$ cat src/rtl/mul_unit_scheduler_if.sv
// Request, multiplier and CDB bundle for mul_unit_scheduler.
// slave = scheduler side, master = reservation stations / multiplier / CDB.
interface mul_unit_scheduler_if #(
    parameter int NREQ  = 4,
    parameter int TAG_W = 4
);
    logic [NREQ-1:0]       req;
    logic [32*NREQ-1:0]    req_a;
    logic [32*NREQ-1:0]    req_b;
    logic [TAG_W*NREQ-1:0] req_tag;
    logic [NREQ-1:0]       req_hi;
    logic [NREQ-1:0]       grant;
    logic                  mul_start;
    logic [31:0]           mul_a;
    logic [31:0]           mul_b;
    logic                  mul_busy;
    logic [31:0]           mul_lo;
    logic [31:0]           mul_hi;
    logic                  cdb_valid;
    logic [TAG_W-1:0]      cdb_tag;
    logic [31:0]           cdb_data;
    logic                  cdb_ready;

    modport slave (
        input  req, req_a, req_b, req_tag, req_hi,
        input  mul_busy, mul_lo, mul_hi, cdb_ready,
        output grant, mul_start, mul_a, mul_b,
        output cdb_valid, cdb_tag, cdb_data
    );

    modport master (
        output req, req_a, req_b, req_tag, req_hi,
        output mul_busy, mul_lo, mul_hi, cdb_ready,
        input  grant, mul_start, mul_a, mul_b,
        input  cdb_valid, cdb_tag, cdb_data
    );
endinterface

$ cat src/rtl/mul_unit_scheduler.sv
// Round-robin scheduler sharing one sequential multiplier among RS entries.
// Define MUL_SCHED_FLUSH_EN to add the flush port and kill flag.
module mul_unit_scheduler #(
    parameter int NREQ  = 4,
    parameter int TAG_W = 4
) (
    input  logic clk,
    input  logic reset_n,
`ifdef MUL_SCHED_FLUSH_EN
    input  logic flush,
`endif
    mul_unit_scheduler_if.slave bus
);
    localparam int PW = (NREQ > 1) ? $clog2(NREQ) : 1;

    localparam logic [2:0] S_IDLE   = 3'd0;
    localparam logic [2:0] S_ISSUE  = 3'd1;
    localparam logic [2:0] S_ARM    = 3'd2;
    localparam logic [2:0] S_RUN    = 3'd3;
    localparam logic [2:0] S_RESULT = 3'd4;

    logic [2:0]       state_q, state_d;
    logic [PW-1:0]    rr_q, rr_d;
    logic [PW-1:0]    sel_q, sel_d;
    logic [31:0]      a_q, a_d;
    logic [31:0]      b_q, b_d;
    logic [31:0]      data_q, data_d;
    logic [TAG_W-1:0] tag_q, tag_d;
    logic             hi_q, hi_d;
    logic             found;
    logic [PW-1:0]    pick;
    logic [PW-1:0]    cand;
    logic             killed;

    function automatic logic [PW-1:0] wrap_inc(input logic [PW-1:0] v);
        return (v == PW'(NREQ - 1)) ? '0 : v + 1'b1;
    endfunction

    // First requester at or after rr, wrapping around
    always_comb begin
        found = 1'b0;
        pick  = rr_q;
        cand  = rr_q;
        for (int k = 0; k < NREQ; k++) begin
            if (!found && bus.req[cand]) begin
                found = 1'b1;
                pick  = cand;
            end
            cand = wrap_inc(cand);
        end
    end

`ifdef MUL_SCHED_FLUSH_EN
    logic kill_q, kill_d;

    assign killed = kill_q | flush;

    always_comb begin
        kill_d = kill_q;
        if (flush && (state_q == S_ISSUE || state_q == S_ARM ||
                      state_q == S_RUN))
            kill_d = 1'b1;
        if (state_d == S_IDLE)
            kill_d = 1'b0;
    end

    always_ff @(posedge clk or negedge reset_n) begin
        if (!reset_n) kill_q <= 1'b0;
        else          kill_q <= kill_d;
    end
`else
    assign killed = 1'b0;
`endif

    always_comb begin
        state_d = state_q;
        rr_d    = rr_q;
        sel_d   = sel_q;
        a_d     = a_q;
        b_d     = b_q;
        tag_d   = tag_q;
        hi_d    = hi_q;
        data_d  = data_q;
        unique case (state_q)
            S_IDLE: begin
                if (found && !bus.mul_busy) begin
                    sel_d   = pick;
                    a_d     = bus.req_a[32*int'(pick) +: 32];
                    b_d     = bus.req_b[32*int'(pick) +: 32];
                    tag_d   = bus.req_tag[TAG_W*int'(pick) +: TAG_W];
                    hi_d    = bus.req_hi[pick];
                    state_d = S_ISSUE;
                end
            end
            S_ISSUE: begin
                rr_d    = wrap_inc(sel_q);
                state_d = S_ARM;
            end
            S_ARM: begin
                if (bus.mul_busy) state_d = S_RUN;
            end
            S_RUN: begin
                if (!bus.mul_busy) begin
                    if (killed) begin
                        state_d = S_IDLE;
                    end else begin
                        data_d  = hi_q ? bus.mul_hi : bus.mul_lo;
                        state_d = S_RESULT;
                    end
                end
            end
            S_RESULT: begin
                if (killed || bus.cdb_ready) state_d = S_IDLE;
            end
            default: state_d = S_IDLE;
        endcase
    end

    always_ff @(posedge clk or negedge reset_n) begin
        if (!reset_n) begin
            state_q <= S_IDLE;
            rr_q    <= '0;
            sel_q   <= '0;
            a_q     <= '0;
            b_q     <= '0;
            tag_q   <= '0;
            hi_q    <= 1'b0;
            data_q  <= '0;
        end else begin
            state_q <= state_d;
            rr_q    <= rr_d;
            sel_q   <= sel_d;
            a_q     <= a_d;
            b_q     <= b_d;
            tag_q   <= tag_d;
            hi_q    <= hi_d;
            data_q  <= data_d;
        end
    end

    assign bus.grant     = (state_q == S_ISSUE) ? (NREQ'(1) << sel_q) : '0;
    assign bus.mul_start = (state_q == S_ISSUE);
    assign bus.mul_a     = a_q;
    assign bus.mul_b     = b_q;
    assign bus.cdb_valid = (state_q == S_RESULT);
    assign bus.cdb_tag   = tag_q;
    assign bus.cdb_data  = data_q;
endmodule

$ cat src/flat_wrapper.sv
// flat-port wrapper written by rule: the top's interface ports become plain ports
module mul_unit_scheduler_flat 
#(
    parameter int NREQ  = 4,
    parameter int TAG_W = 4
)
  (clk, reset_n, bus_req, bus_req_a, bus_req_b, bus_req_tag, bus_req_hi, bus_mul_busy, bus_mul_lo, bus_mul_hi, bus_cdb_ready, bus_grant, bus_mul_start, bus_mul_a, bus_mul_b, bus_cdb_valid, bus_cdb_tag, bus_cdb_data);
  mul_unit_scheduler_if #(.NREQ(NREQ), .TAG_W(TAG_W)) bus_i ();
  input  logic clk;
  input  logic reset_n;
  input wire logic [$bits(bus_i.req)-1:0] bus_req;
  input wire logic [$bits(bus_i.req_a)-1:0] bus_req_a;
  input wire logic [$bits(bus_i.req_b)-1:0] bus_req_b;
  input wire logic [$bits(bus_i.req_tag)-1:0] bus_req_tag;
  input wire logic [$bits(bus_i.req_hi)-1:0] bus_req_hi;
  input wire logic [$bits(bus_i.mul_busy)-1:0] bus_mul_busy;
  input wire logic [$bits(bus_i.mul_lo)-1:0] bus_mul_lo;
  input wire logic [$bits(bus_i.mul_hi)-1:0] bus_mul_hi;
  input wire logic [$bits(bus_i.cdb_ready)-1:0] bus_cdb_ready;
  output wire logic [$bits(bus_i.grant)-1:0] bus_grant;
  output wire logic [$bits(bus_i.mul_start)-1:0] bus_mul_start;
  output wire logic [$bits(bus_i.mul_a)-1:0] bus_mul_a;
  output wire logic [$bits(bus_i.mul_b)-1:0] bus_mul_b;
  output wire logic [$bits(bus_i.cdb_valid)-1:0] bus_cdb_valid;
  output wire logic [$bits(bus_i.cdb_tag)-1:0] bus_cdb_tag;
  output wire logic [$bits(bus_i.cdb_data)-1:0] bus_cdb_data;
  assign bus_i.req = bus_req;
  assign bus_i.req_a = bus_req_a;
  assign bus_i.req_b = bus_req_b;
  assign bus_i.req_tag = bus_req_tag;
  assign bus_i.req_hi = bus_req_hi;
  assign bus_i.mul_busy = bus_mul_busy;
  assign bus_i.mul_lo = bus_mul_lo;
  assign bus_i.mul_hi = bus_mul_hi;
  assign bus_i.cdb_ready = bus_cdb_ready;
  assign bus_grant = bus_i.grant;
  assign bus_mul_start = bus_i.mul_start;
  assign bus_mul_a = bus_i.mul_a;
  assign bus_mul_b = bus_i.mul_b;
  assign bus_cdb_valid = bus_i.cdb_valid;
  assign bus_cdb_tag = bus_i.cdb_tag;
  assign bus_cdb_data = bus_i.cdb_data;
  mul_unit_scheduler #(.NREQ(NREQ), .TAG_W(TAG_W)) u_core (.clk(clk), .reset_n(reset_n), .bus(bus_i));
endmodule
$ cat config.mk
export PLATFORM = sky130hd
export DESIGN_NAME = mul_unit_scheduler_flat
export DESIGN_NICKNAME = d
export VERILOG_FILES = /design/src/rtl/mul_unit_scheduler_if.sv /design/src/rtl/mul_unit_scheduler.sv /design/src/flat_wrapper.sv
export SDC_FILE = /design/constraint.sdc
export NUM_CORES = 1
export LEC_CHECK = 0
export ABC_AREA = 1
export CAP_MARGIN = 0
export CORE_AREA = 4 4 172 174
export CTS_CLUSTER_SIZE = 24
export DETAILED_ROUTE_END_ITERATION = 10
export DIE_AREA = 0 0 176 178
export PLACE_DENSITY = 0.63
export SYNTH_ARGS = -nofsm -noshare
export SYNTH_HDL_FRONTEND = slang
export SYNTH_SLANG_ARGS = --single-unit
$ cat constraint.sdc
create_clock -name clk -period 3.2 [get_ports clk]
set_input_delay 0.64 -clock clk [delete_from_list [all_inputs] [get_ports clk]]
set_output_delay 0.64 -clock clk [all_outputs]
set_load 0.02 [all_outputs]
## Word level (Yosys, flattened, before mapping)

Cells that the tools add are included.

| storage, ports and cells | value |
|---|---|
| bits in registers | 108 |
| latch bits | 0 |
| memory bits (writable) | 0 |
| memory bits (read-only) | 0 |
| input bits | 348 |
| output and inout port bits | 106 |
| word-level logic and storage cells | 74 |
| memories | 0 |

| cells by class | value |
|---|---|
| add/sub/neg operators | 4 |
| multiply operators | 0 |
| div/mod/pow operators | 0 |
| order comparisons | 5 |
| equality and inequality tests | 12 |
| shifts and indexed selects | 4 |
| mux-type cells | 28 |
| bitwise logic cells | 1 |
| reduce and logical (&&, ||, !) cells | 12 |

Operators by type and width:

| kind | count |
|---|---|
| indexed part select 128 x 8 -> 32 bit | 2 |
| two-way mux 32 bit | 1 |
| indexed part select 16 x 5 -> 4 bit | 1 |
| less-than comparator 2 x 3 -> 1 bit (second input constant) | 5 |
| case mux 3 bit (5 select lines) | 1 |
| two-way mux 2 bit | 7 |
| two-way mux 3 bit | 4 |
| binary-select mux 1 bit (select 2 bit) | 5 |
| two-way mux 1 bit | 9 |
| adder 2 x 1 -> 2 bit (second input constant) | 4 |
| == test 2 bit (second input constant) | 4 |
| == test 3 x 2 -> 1 bit (second input constant) | 2 |
| inequality test 2 bit (second input constant) | 3 |
| logical AND 1 bit | 4 |
| zero test 1 bit | 4 |
| two-way mux 4 bit | 1 |
| AND reduction 2 bit | 2 |
| AND reduction 4 bit | 1 |
| left shift 1 x 2 -> 4 bit (first input constant) | 1 |
| == test 3 x 1 -> 1 bit (second input constant) | 1 |
| == test 3 bit (second input constant) | 1 |
| zero test 3 bit | 1 |
| inequality test 2 x 1 -> 1 bit (second input constant) | 1 |
| inverter 1 bit | 1 |

## Depth between registers and ports, before layout

Gate-level depths: netlist (run 1).

| depth | value |
|---|---|
| depth in word-level cells | 15 |
| mapped depth | 19 |

## Worst setup path after synthesis (run 1)

No wires, ideal clock.

| timing | value |
|---|---|
| path kind | register to register |
| from | register u_core.rr_q[0] |
| to | register u_core.a_q[26], in the netlist u_core.bus.mul_a[26] |
| library setup time | 0.117 ns |
| arrival time | 2.219 ns |
| data required time | 3.083 ns |
| slack | 0.863 ns |
| cell stages (with the launch flop) | 18 |
| cell sequence | dfrtp_1 -> ha_1 -> nor2_2 -> nand2_1 -> nand3_1 -> nand2_2 -> nor2_4 -> nand2_1 -> nand2_1 -> nand3_2 -> nand2_4 -> buf_6 -> buf_2 -> nand2_1 -> nand3_1 -> nand2_1 -> nand2_1 -> nand2_1 |

| on the way | value |
|---|---|
| word-level cells in the longest chain between the ends | 14 |

Ends and longest elaborated chain:

| item | line | source |
|---|---|---|
| from (decl) | mul_unit_scheduler.sv:23 | `logic [PW-1:0] rr_q, rr_d;` |
| from (signal assigned) | mul_unit_scheduler.sv:131 | `rr_q <= rr_d;` |
| parallel branches: the longest is 14 deep, another holds adder 2 x 1 -> 2 bit | n/a |  |
| to (signal assigned) | mul_unit_scheduler.sv:124 | `a_q <= '0;` |
| to (signal assigned) | mul_unit_scheduler.sv:133 | `a_q <= a_d;` |
| to (decl) | mul_unit_scheduler.sv:25 | `logic [31:0] a_q, a_d;` |

Parallel ways; which one is timed is not known. The select of a mux whose other input is x is not followed.
A chain may end at the register's enable or synchronous reset.

## Worst setup path after layout (run 1)

| timing | value |
|---|---|
| from | register u_core.rr_q[0] |
| to | register u_core.b_q[24], in the netlist u_core.bus.mul_b[24] |

| on the way | value |
|---|---|
| word-level cells in the longest chain between the ends | 14 |

Ends and longest elaborated chain:

| item | line | source |
|---|---|---|
| parallel branches: the longest is 14 deep, another holds adder 2 x 1 -> 2 bit | n/a |  |
| to (signal assigned) | mul_unit_scheduler.sv:125 | `b_q <= '0;` |
| to (signal assigned) | mul_unit_scheduler.sv:134 | `b_q <= b_d;` |
| to (decl) | mul_unit_scheduler.sv:26 | `logic [31:0] b_q, b_d;` |

Parallel ways; which one is timed is not known. The select of a mux whose other input is x is not followed.

==> impl_metrics.ini, run 1 <==
[route]
antenna_left = 0
drc = 0
vias = 9945
dr.pass1.iters = 5
via_per_inst = 4.51
post_drt_wl_per_cell_um = 15.8
drt_iter0_markers = 512
drt_wl_total_mm = 35.0

[floorplanning]
dieHeight_um = 178
coreArea_um2 = 27800
rows = 61
start_util_pct = 29.9
die-width_um = 176
io_pins = 454
die-area_um2 = 31300

[final_layout]
drive_gt1_share_pct = 2.85
ff_latch_area_um2 = 2700
final_common_cell = nand2_1
multi_input_area_um2 = 3980
area_delta_synth_final_pct = 63.1
nNetsFinal = 2174
layout_common_cells = 504 x nand2_1, 452 x clkdlybuf4s50_1, 324 x inv_1, 283 x nand3_1, 107 x dfrtp_1
fillers = 2904
fin_area_um2 = 13500

[cts]
cts.reportedPaths.clkPinSlew_ps = 90
clk_latency_ps = 360
cts_tree = built
clkSinkCount = 108
ctsHoldBuffers = 0
h-tree-depth = 3
cts_buffers = 9
cts-root-buf = clkbuf_16
cts_resized = 0
cts_buffer_depth = 2
cts_setup_buffers = 0

[global_route]
met2_usage_pct = 36.9
grt_pass1_vias = 9502
met3_usage_pct = 6.36
grt_first_pass_wirelength_mm = 52.8
grt_overflow = 0
grtUsageMet1_pct = 25.4
antenna_found_initial = 0
grt_max_degree = 109
grt_usage_pct = 21.4
grt.busiest_layer = met2

[power_and_ir_drop]
leakagePower_nw = 7.28
vdd_drop_max_mv = 0.895
p_per_area_nw_per_um2 = 1190

[synthesis]
synth_compound_area_share_pct = 4.59
synth_area_leaders = dfrtp_1 33%, nand2_1 23%, nand3_1 17%, inv_1 15%, o21ai_0 4.1%
syn_area_per_cell_um2 = 5.82
synth-adder-area-share_pct = 0.754
synthDistinctLibCells = 29
yosysTopAreaCellShare_pct = 32.6
synth_mux_area_share_pct = 0
post-synth-top-area-cell = dfrtp_1
syn_area_um2 = 8290
synth_cells = 1424
yosysWarnings = 0
synth_nets = 1777
ys_seq_elements = 108
synthXorXnorAreaFrac_pct = 0
synth_top_family_by_area = simple AND/OR/NAND/NOR gates
ys_seq_area_share_pct = 32.6
synth-simple-area-share_pct = 42.4

[critical_path]
end_kind = flop
path_common_cell = nand2_1
required_ps = 3460
critPathLaunchType = flop
critPathKind = flop to flop
crit_path_max_fanout = 73
worstPathCellList = ha_1 > nor2_2 > nand2_1 > nand3_1 > nand2_2 > nor2_4 > nand3_2 > nand2_1 > nand2_4 > nand2_4 > buf_12 > nand2_1 > nand3_1 > nand2_1 > nand2_1 > nand2_1
r2r_cells = 16
critPathSlowestCell = dfrtp_1
max_stage_delay_ps = 470
path_delay_family = simple AND/OR/NAND/NOR gates
path_buf_inv = 1
arrival_ps = 3060
worst-path-stages = 16

[placement]
dp_hpwl_mm = 26.6
gp_congestion = 0.927
placed_area_um2 = 13200
io_buffers = 453
dp_slack_ps = 298

[timing]
slew_headroom_pct = 33.9
post-route-period-util_pct = 87.6
fin_ws_ps = 395
period_minus_slack_ps = 2800
finClkSkew_ps = 11.9
rsz0062_at_grt = no
hold_viol = 0
fin_tns_setup_ps = 0
worst_pin_slew_ps = 991
timing.fmax_ghz = 0.357
setup_violations = 0
drv_slew = 0

[flow_run]
cap_violations = 0

[outcome]
status = finished clean

[hold_path]
hp-class = input port to async pin
## cells in the mapped netlist (all sizes together)
library cell,instances
ha,5
nand2,508
or2,6
nor4,1
nand3,285
nand3b,1
a21oi,2
inv,329
a31oi,1
nand4,1
nor2,17
nor3,3
dfrtp,108
clkbuf,27
o21ai,72
buf,58
## registers in the layout, summed over array words and instances (netlist names)
name	flops
u_core.bus.cdb_data	32
u_core.bus.cdb_tag	4
u_core.bus.mul_a	32
u_core.bus.mul_b	32
u_core.hi_q	1
u_core.rr_q	2
u_core.sel_q	2
u_core.state_q	3
## layer usage
| layer | vias to the layer above | wire length [µm] |
|---|---|---|
| li1 | 5043 | - |
| met5 | - | 0 |
| met4 | 0 | 930 |
| met1 | 4454 | 13600 |
| met3 | 50 | 3240 |
| met2 | 398 | 17200 |
## final cells by class
class | count | share of cell area (%)
inverters | 329 | 9.13
diodes | 3 | 0.0555
flip-flops and latches | 108 | 20.0
clock buffers | 11 | 1.79
well taps | 378 | 3.50
repair buffers | 471 | 35.8
clock inverters | 5 | 0.333
multi-input cells | 902 | 29.4
## path summary, 6_finish.rpt
path / to / startpoint / slack [ps]
worst max-delay path: u_core.bus.mul_b[24]$_DFFE_PN0P_ / u_core.rr_q[0]$_DFFE_PN0P_ / 400
worst min-delay path: u_core.bus.cdb_data[21]$_DFFE_PN0P_ / reset_n / 330
worst max register to register: u_core.bus.mul_b[24]$_DFFE_PN0P_ / u_core.rr_q[0]$_DFFE_PN0P_ / 400
worst min register to register: u_core.bus.mul_a[24]$_DFFE_PN0P_ / u_core.bus.mul_a[24]$_DFFE_PN0P_ / 480
max in group asynchronous: u_core.hi_q$_DFFE_PN0P_ / reset_n / 2280
min in group clk: u_core.bus.mul_a[24]$_DFFE_PN0P_ / u_core.bus.mul_a[24]$_DFFE_PN0P_ / 480
## power by group
| part | internal [mW] | switching [mW] | leakage [nW] |
|---|---|---|---|
| clock network | 0.562 | 0.565 | 0.138 |
| registers | 2.03 | 0.481 | 1.35 |
| logic | 4.68 | 7.75 | 5.79 |
## per-stage QoR
step                instances  total power, mW  hold slack (ps)  utilization [%]
global placement         2188             15.0              462             47.6
detailed placement       2188             15.1              464             47.6
finish                   2207             16.1              333             48.7
global route             2204             17.7              386             48.7
CTS                      2204             16.3              393             48.7
floorplan                1424             10.6              344                -
## logic make-up after synthesis
kind of cell / after synthesis
fa+ha+maj: 5
buf+inv: 414
flops: 108
simple gates: 822
compound gates: 75
Power figures use the tool's default switching activity.
==> inputs of run 2 (changes only) <==
--- a/config.mk
+++ b/config.mk
@@ -7,11 +7,14 @@
 export LEC_CHECK = 0
 export ABC_AREA = 1
 export CAP_MARGIN = 0
-export CORE_AREA = 4 4 172 174
+export CELL_PAD_IN_SITES_DETAIL_PLACEMENT = 0
+export CELL_PAD_IN_SITES_GLOBAL_PLACEMENT = 1
+export CORE_ASPECT_RATIO = 0.6
+export CORE_MARGIN = 4
+export CORE_UTILIZATION = 25
 export CTS_CLUSTER_SIZE = 24
 export DETAILED_ROUTE_END_ITERATION = 10
-export DIE_AREA = 0 0 176 178
-export PLACE_DENSITY = 0.63
+export PLACE_DENSITY = 0.8
 export SYNTH_ARGS = -nofsm -noshare
 export SYNTH_HDL_FRONTEND = slang
 export SYNTH_SLANG_ARGS = --single-unit
==> run 2 against run 1 <==
Clock power about the same. Fmax down 1.5%. First-iteration DRC count up 1.2%. Sequential share of layout area about the same. Power about the same. Clock-buffer cell count down 1. Register-to-register slack worse by 40 ps. Clock skew up 1.7 ps. Worst hold slack worse by 21 ps. Setup slack worse by 42 ps. Critical path type unchanged.
==> impl_metrics.ini, run 2 (synthesized netlist as in run 1, its figures left out) <==
[outcome]
status = finished clean

[critical_path]
end_kind = flop
path_common_cell = nand2_1
worstPathCellList = ha_1 > nor2_2 > nand2_1 > nand3_1 > nand2_2 > nor2_4 > nand3_2 > nand2_1 > nand2_4 > nand2_4 > buf_12 > nand2_1 > nand3_1 > nand2_1 > nand2_1 > nand2_1
arrival_ps = 3110
path_delay_family = simple AND/OR/NAND/NOR gates
max_stage_delay_ps = 470
critPathKind = flop to flop
path_buf_inv = 1
required_ps = 3470
critPathSlowestCell = dfrtp_1
critPathLaunchType = flop
crit_path_max_fanout = 86

[cts]
cts_buffer_depth = 2
h-tree-depth = 3
cts_tree = built
cts_resized = 0
cts-root-buf = clkbuf_16
cts_buffers = 9
ctsHoldBuffers = 0
cts_setup_buffers = 0
clk_latency_ps = 380
cts.reportedPaths.clkPinSlew_ps = 80
clkSinkCount = 108

[route]
vias = 10016
drt_iter0_markers = 518
antenna_left = 0
via_per_inst = 4.44
dr.pass1.iters = 4
drt_wl_total_mm = 38.1
post_drt_wl_per_cell_um = 16.9
drc = 0

[placement]
dp_hpwl_mm = 29.0
gp_congestion = 0.876
dp_cells = 2242
io_buffers = 453

[final_layout]
drive_gt1_share_pct = 3.27
final_util_pct = 41.7
layout_common_cells = 504 x nand2_1, 452 x clkdlybuf4s50_1, 324 x inv_1, 283 x nand3_1, 107 x dfrtp_1
nNetsFinal = 2182
area_delta_synth_final_pct = 63.5
final_common_cell = nand2_1
fin_cells = 2258
antenna_cells = 0

[global_route]
antenna_found_initial = 7
grt.busiest_layer = met2
grt_usage_pct = 20.5
grt_overflow = 0
grt_first_pass_wirelength_mm = 58.1
met3_usage_pct = 7.71
grt_max_degree = 87
grt_pass1_vias = 10121
grtUsageMet1_pct = 26.2
met2_usage_pct = 33.3

[timing]
worst_pin_slew_ps = 737
timing.fmax_ghz = 0.351
fin_tns_setup_ps = 0
setup_violations = 0
drv_slew = 0
post-route-period-util_pct = 88.9
rsz0062_at_grt = no
hold_viol = 0
slew_headroom_pct = 50.9
finClkSkew_ps = 13.6
period_minus_slack_ps = 2850

[power_and_ir_drop]
leakagePower_nw = 7.29
p_total_mw = 16.1
p_per_area_nw_per_um2 = 1190
vdd_drop_max_mv = 1.68

[floorplanning]
io_pins = 454
coreArea_um2 = 32500
start_util_pct = 25.5
die-area_um2 = 36300
die-width_um = 243
dieHeight_um = 149
rows = 51

[hold_path]
hp-class = input port to async pin

[flow_run]
cap_violations = 0
## run 2: power breakdown
part	leakage, nW	total (mW)	switching (mW)	internal (mW)
registers	1.35	2.49	0.458	2.03
clock network	0.138	1.15	0.605	0.547
logic	5.80	12.4	7.86	4.57
total	7.29	16.1	8.92	7.14
## run 2: per-stage QoR
step / area, µm² / worst slack (ps) / hold WS (ps)
after global placement: 13300 / 272 / 462
final: 13600 / 354 / 312
after global routing: 13600 / 37.0 / 354
after detailed placement: 13300 / 216 / 464
after CTS: 13600 / 352 / 329
after floorplan: 8290 / 863 / 344
## run 2: path summary, 6_finish.rpt
path / startpoint / endpoint / slack (ps) / cells after the start
max: u_core.rr_q[0]$_DFFE_PN0P_ / u_core.bus.cdb_tag[2]$_DFFE_PN0P_ / 350 / 16
min: reset_n / u_core.bus.cdb_tag[1]$_DFFE_PN0P_ / 310 / 1
max reg2reg: u_core.rr_q[0]$_DFFE_PN0P_ / u_core.bus.cdb_tag[2]$_DFFE_PN0P_ / 350 / 16
min reg2reg: u_core.bus.mul_b[16]$_DFFE_PN0P_ / u_core.bus.mul_b[16]$_DFFE_PN0P_ / 480 / 2
max in group asynchronous: reset_n / u_core.bus.cdb_data[10]$_DFFE_PN0P_ / 2060 / 2
min in group clk: u_core.bus.mul_b[16]$_DFFE_PN0P_ / u_core.bus.mul_b[16]$_DFFE_PN0P_ / 480 / 2
## run 2: cell type report
class	count	area, µm²
Clock buffer	10	229
Timing Repair Buffer	479	4830
Multi-Input combinational cell	902	3980
Fill cell	3477	19000
Tap cell	424	531
Inverter	329	1230
Sequential cell	108	2700
Clock inverter	6	55.1
## run 2: layer usage
metal / vias up / part of all wire [%]
met4: 14 / 1.7
met2: 350 / 46
met3: 46 / 8.8
li1: 5053 / -
met1: 4553 / 43
met5: - / 0.24
## run 2: worst register-to-register path: cells and delay by family (launching register included)
kind	cells	cell delay, ps
DFF	1	470
and+or+nand+nor	14	1740
buffers and inverters	1	290
adders and majority gates	1	260
==> inputs of run 3 (changes only) <==
--- a/config.mk
+++ b/config.mk
@@ -9,12 +9,12 @@
 export CAP_MARGIN = 0
 export CELL_PAD_IN_SITES_DETAIL_PLACEMENT = 0
 export CELL_PAD_IN_SITES_GLOBAL_PLACEMENT = 1
-export CORE_ASPECT_RATIO = 0.6
-export CORE_MARGIN = 4
-export CORE_UTILIZATION = 25
+export CORE_AREA = 4 4 173 175
 export CTS_CLUSTER_SIZE = 24
 export DETAILED_ROUTE_END_ITERATION = 10
-export PLACE_DENSITY = 0.8
+export DIE_AREA = 0 0 177 179
+export DONT_BUFFER_PORTS = 1
+export PLACE_DENSITY = 0.59
 export SYNTH_ARGS = -nofsm -noshare
 export SYNTH_HDL_FRONTEND = slang
 export SYNTH_SLANG_ARGS = --single-unit
==> run 3 against run 2 <==
Critical path depth fell by 2. Core utilization fell by 10 points. Global-route usage fell by 1.9 points. Clock-buffer cell count did not move. Setup slack improved by 36 ps. Sequential share of layout area rose by 10 points. Via count fell by 18%. Worst hold slack got worse by 100 ps. Sequential power rose by 35%. Largest power group unchanged.
==> impl_metrics.ini, run 3 (synthesized netlist as in run 1, its figures left out) <==
[floorplanning]
coreArea_um2 = 28500
io_pins = 454
dieHeight_um = 179
rows = 62
start_util_pct = 29.1
die-area_um2 = 31700
die-width_um = 177

[global_route]
grt_pass1_vias = 7984
met3_usage_pct = 6.54
grt.busiest_layer = met2
grt_overflow = 0
antenna_found_initial = 3
grt_max_degree = 109
grtUsageMet1_pct = 21.4
met2_usage_pct = 33.6
grt_usage_pct = 18.6
grt_first_pass_wirelength_mm = 46.0

[final_layout]
drive_gt1_share_pct = 3.78
nNetsFinal = 1722
layout_common_cells = 504 x nand2_1, 323 x inv_1, 283 x nand3_1, 107 x dfrtp_1, 68 x o21ai_0
final_util_pct = 31.4
final_common_cell = nand2_1
area_delta_synth_final_pct = 7.80

[power_and_ir_drop]
leakagePower_nw = 5.50
p_per_area_nw_per_um2 = 1580
vdd_drop_max_mv = 1.61

[cts]
cts_buffer_depth = 2
cts.reportedPaths.clkPinSlew_ps = 80
cts_resized = 0
h-tree-depth = 3
cts-root-buf = clkbuf_16
cts_tree = built
cts_buffers = 9
cts_setup_buffers = 0
clk_latency_ps = 360
clkSinkCount = 108

[placement]
gp_congestion = 0.824
dp_slack_ps = 359
dp_hpwl_mm = 23.3
io_buffers = 0

[route]
antenna_left = 0
drt_wl_total_mm = 31.4
drc = 0
post_drt_wl_per_cell_um = 17.8
dr.pass1.iters = 4
via_per_inst = 4.66
drt_iter0_markers = 390
vias = 8207

[critical_path]
critPathKind = flop to flop
end_kind = flop
crit_path_max_fanout = 48
arrival_ps = 3060
critPathLaunchType = flop
required_ps = 3450

[timing]
post-route-period-util_pct = 87.8
timing.fmax_ghz = 0.356
rsz0062_at_grt = no
hold_viol = 0
finClkSkew_ps = 16.8
period_minus_slack_ps = 2810
drv_slew = 0
fin_ws_ps = 389
worst_pin_slew_ps = 819
setup_violations = 0
fin_tns_setup_ps = 0
slew_headroom_pct = 45.0

[hold_path]
hp-class = input port to async pin

[outcome]
status = finished clean

[flow_run]
cap_violations = 0
[run 3: changes by cell type in the layout (fill, tap and decap cells not counted), moves of 2 or more]
| cell | change |
|---|---|
| buf_4 | -8 |
| inv_8 | -2 |
| diode_2 | +2 |
| clkdlybuf4s50_1 | -452 |
[run 3: path summary, 6_finish.rpt]
check / depth (start not counted) / start / slack (ps) / end
hold / removal: 1 / reset_n / 210 / u_core.bus.cdb_data[6]$_DFFE_PN0P_
setup reg to reg: 14 / u_core.rr_q[0]$_DFFE_PN0P_ / 390 / u_core.bus.mul_b[17]$_DFFE_PN0P_
max in group asynchronous: 1 / reset_n / 2450 / u_core.hi_q$_DFFE_PN0P_
setup / recovery: 14 / u_core.rr_q[0]$_DFFE_PN0P_ / 390 / u_core.bus.mul_b[17]$_DFFE_PN0P_
hold reg to reg: 3 / u_core.state_q[0]$_DFFE_PN0P_ / 620 / u_core.state_q[2]$_DFFE_PN0P_
min in group clk: 2 / bus_mul_busy / 440 / u_core.state_q[1]$_DFFE_PN0P_
[run 3: critical path: stages, from the launching register on]
cell and delay [ps]:
dfrtp_1 450, ha_1 250, nor2_2 320, nand2_1 120, nand3_1 120, nand2_2 90, nor2_4 120, nand3_2 140
nand3_4 160, buf_4 440, nand3_1 130, nand3_1 160, nand2_1 70, nand2_1 50, nand2_1 50
[run 3: through the flow]
step                power [mW]  hold slack [ps]  std cells  instance area [µm²]
finish                    14.1              207       1760                 8940
global route              15.8              231       1759                 8940
CTS                       14.5              244       1758                 8940
detailed placement        13.3              347       1741                 8620
global placement          13.2              347       1741                 8620
floorplan                 10.6              344       1424                 8290
[run 3: area by class of cell]
class,count,area [µm²]
antenna,2,5.00
multi-input combinational,902,3980
clock buffer,10,229
timing repair buffer,19,250
fill,3326,19500
inverter,329,1230
sequential,108,2700
tap,384,480
clock inverter,6,60.1
[run 3: repair_timing]
action | 4_1_cts | 5_1_grt
hold buffers | 1 | 0
hold endpoints to repair | 108 | 0
setup endpoints to repair | 0 | 0
[run 3: power breakdown]
group / total [mW] / switching [mW] / leakage, nW / internal (mW)
combinational: 9.61 / 6.46 / 4.02 / 3.15
sequential: 3.37 / 1.35 / 1.35 / 2.02
clock: 1.16 / 0.609 / 0.134 / 0.548
total: 14.1 / 8.42 / 5.50 / 5.72
[run 3: per-layer routing]
| metal | part of all wire, % | vias up |
|---|---|---|
| met5 | 0 | - |
| met2 | 50 | 318 |
| met3 | 9.3 | 19 |
| li1 | - | 4144 |
| met4 | 1.1 | 0 |
| met1 | 39 | 3726 |
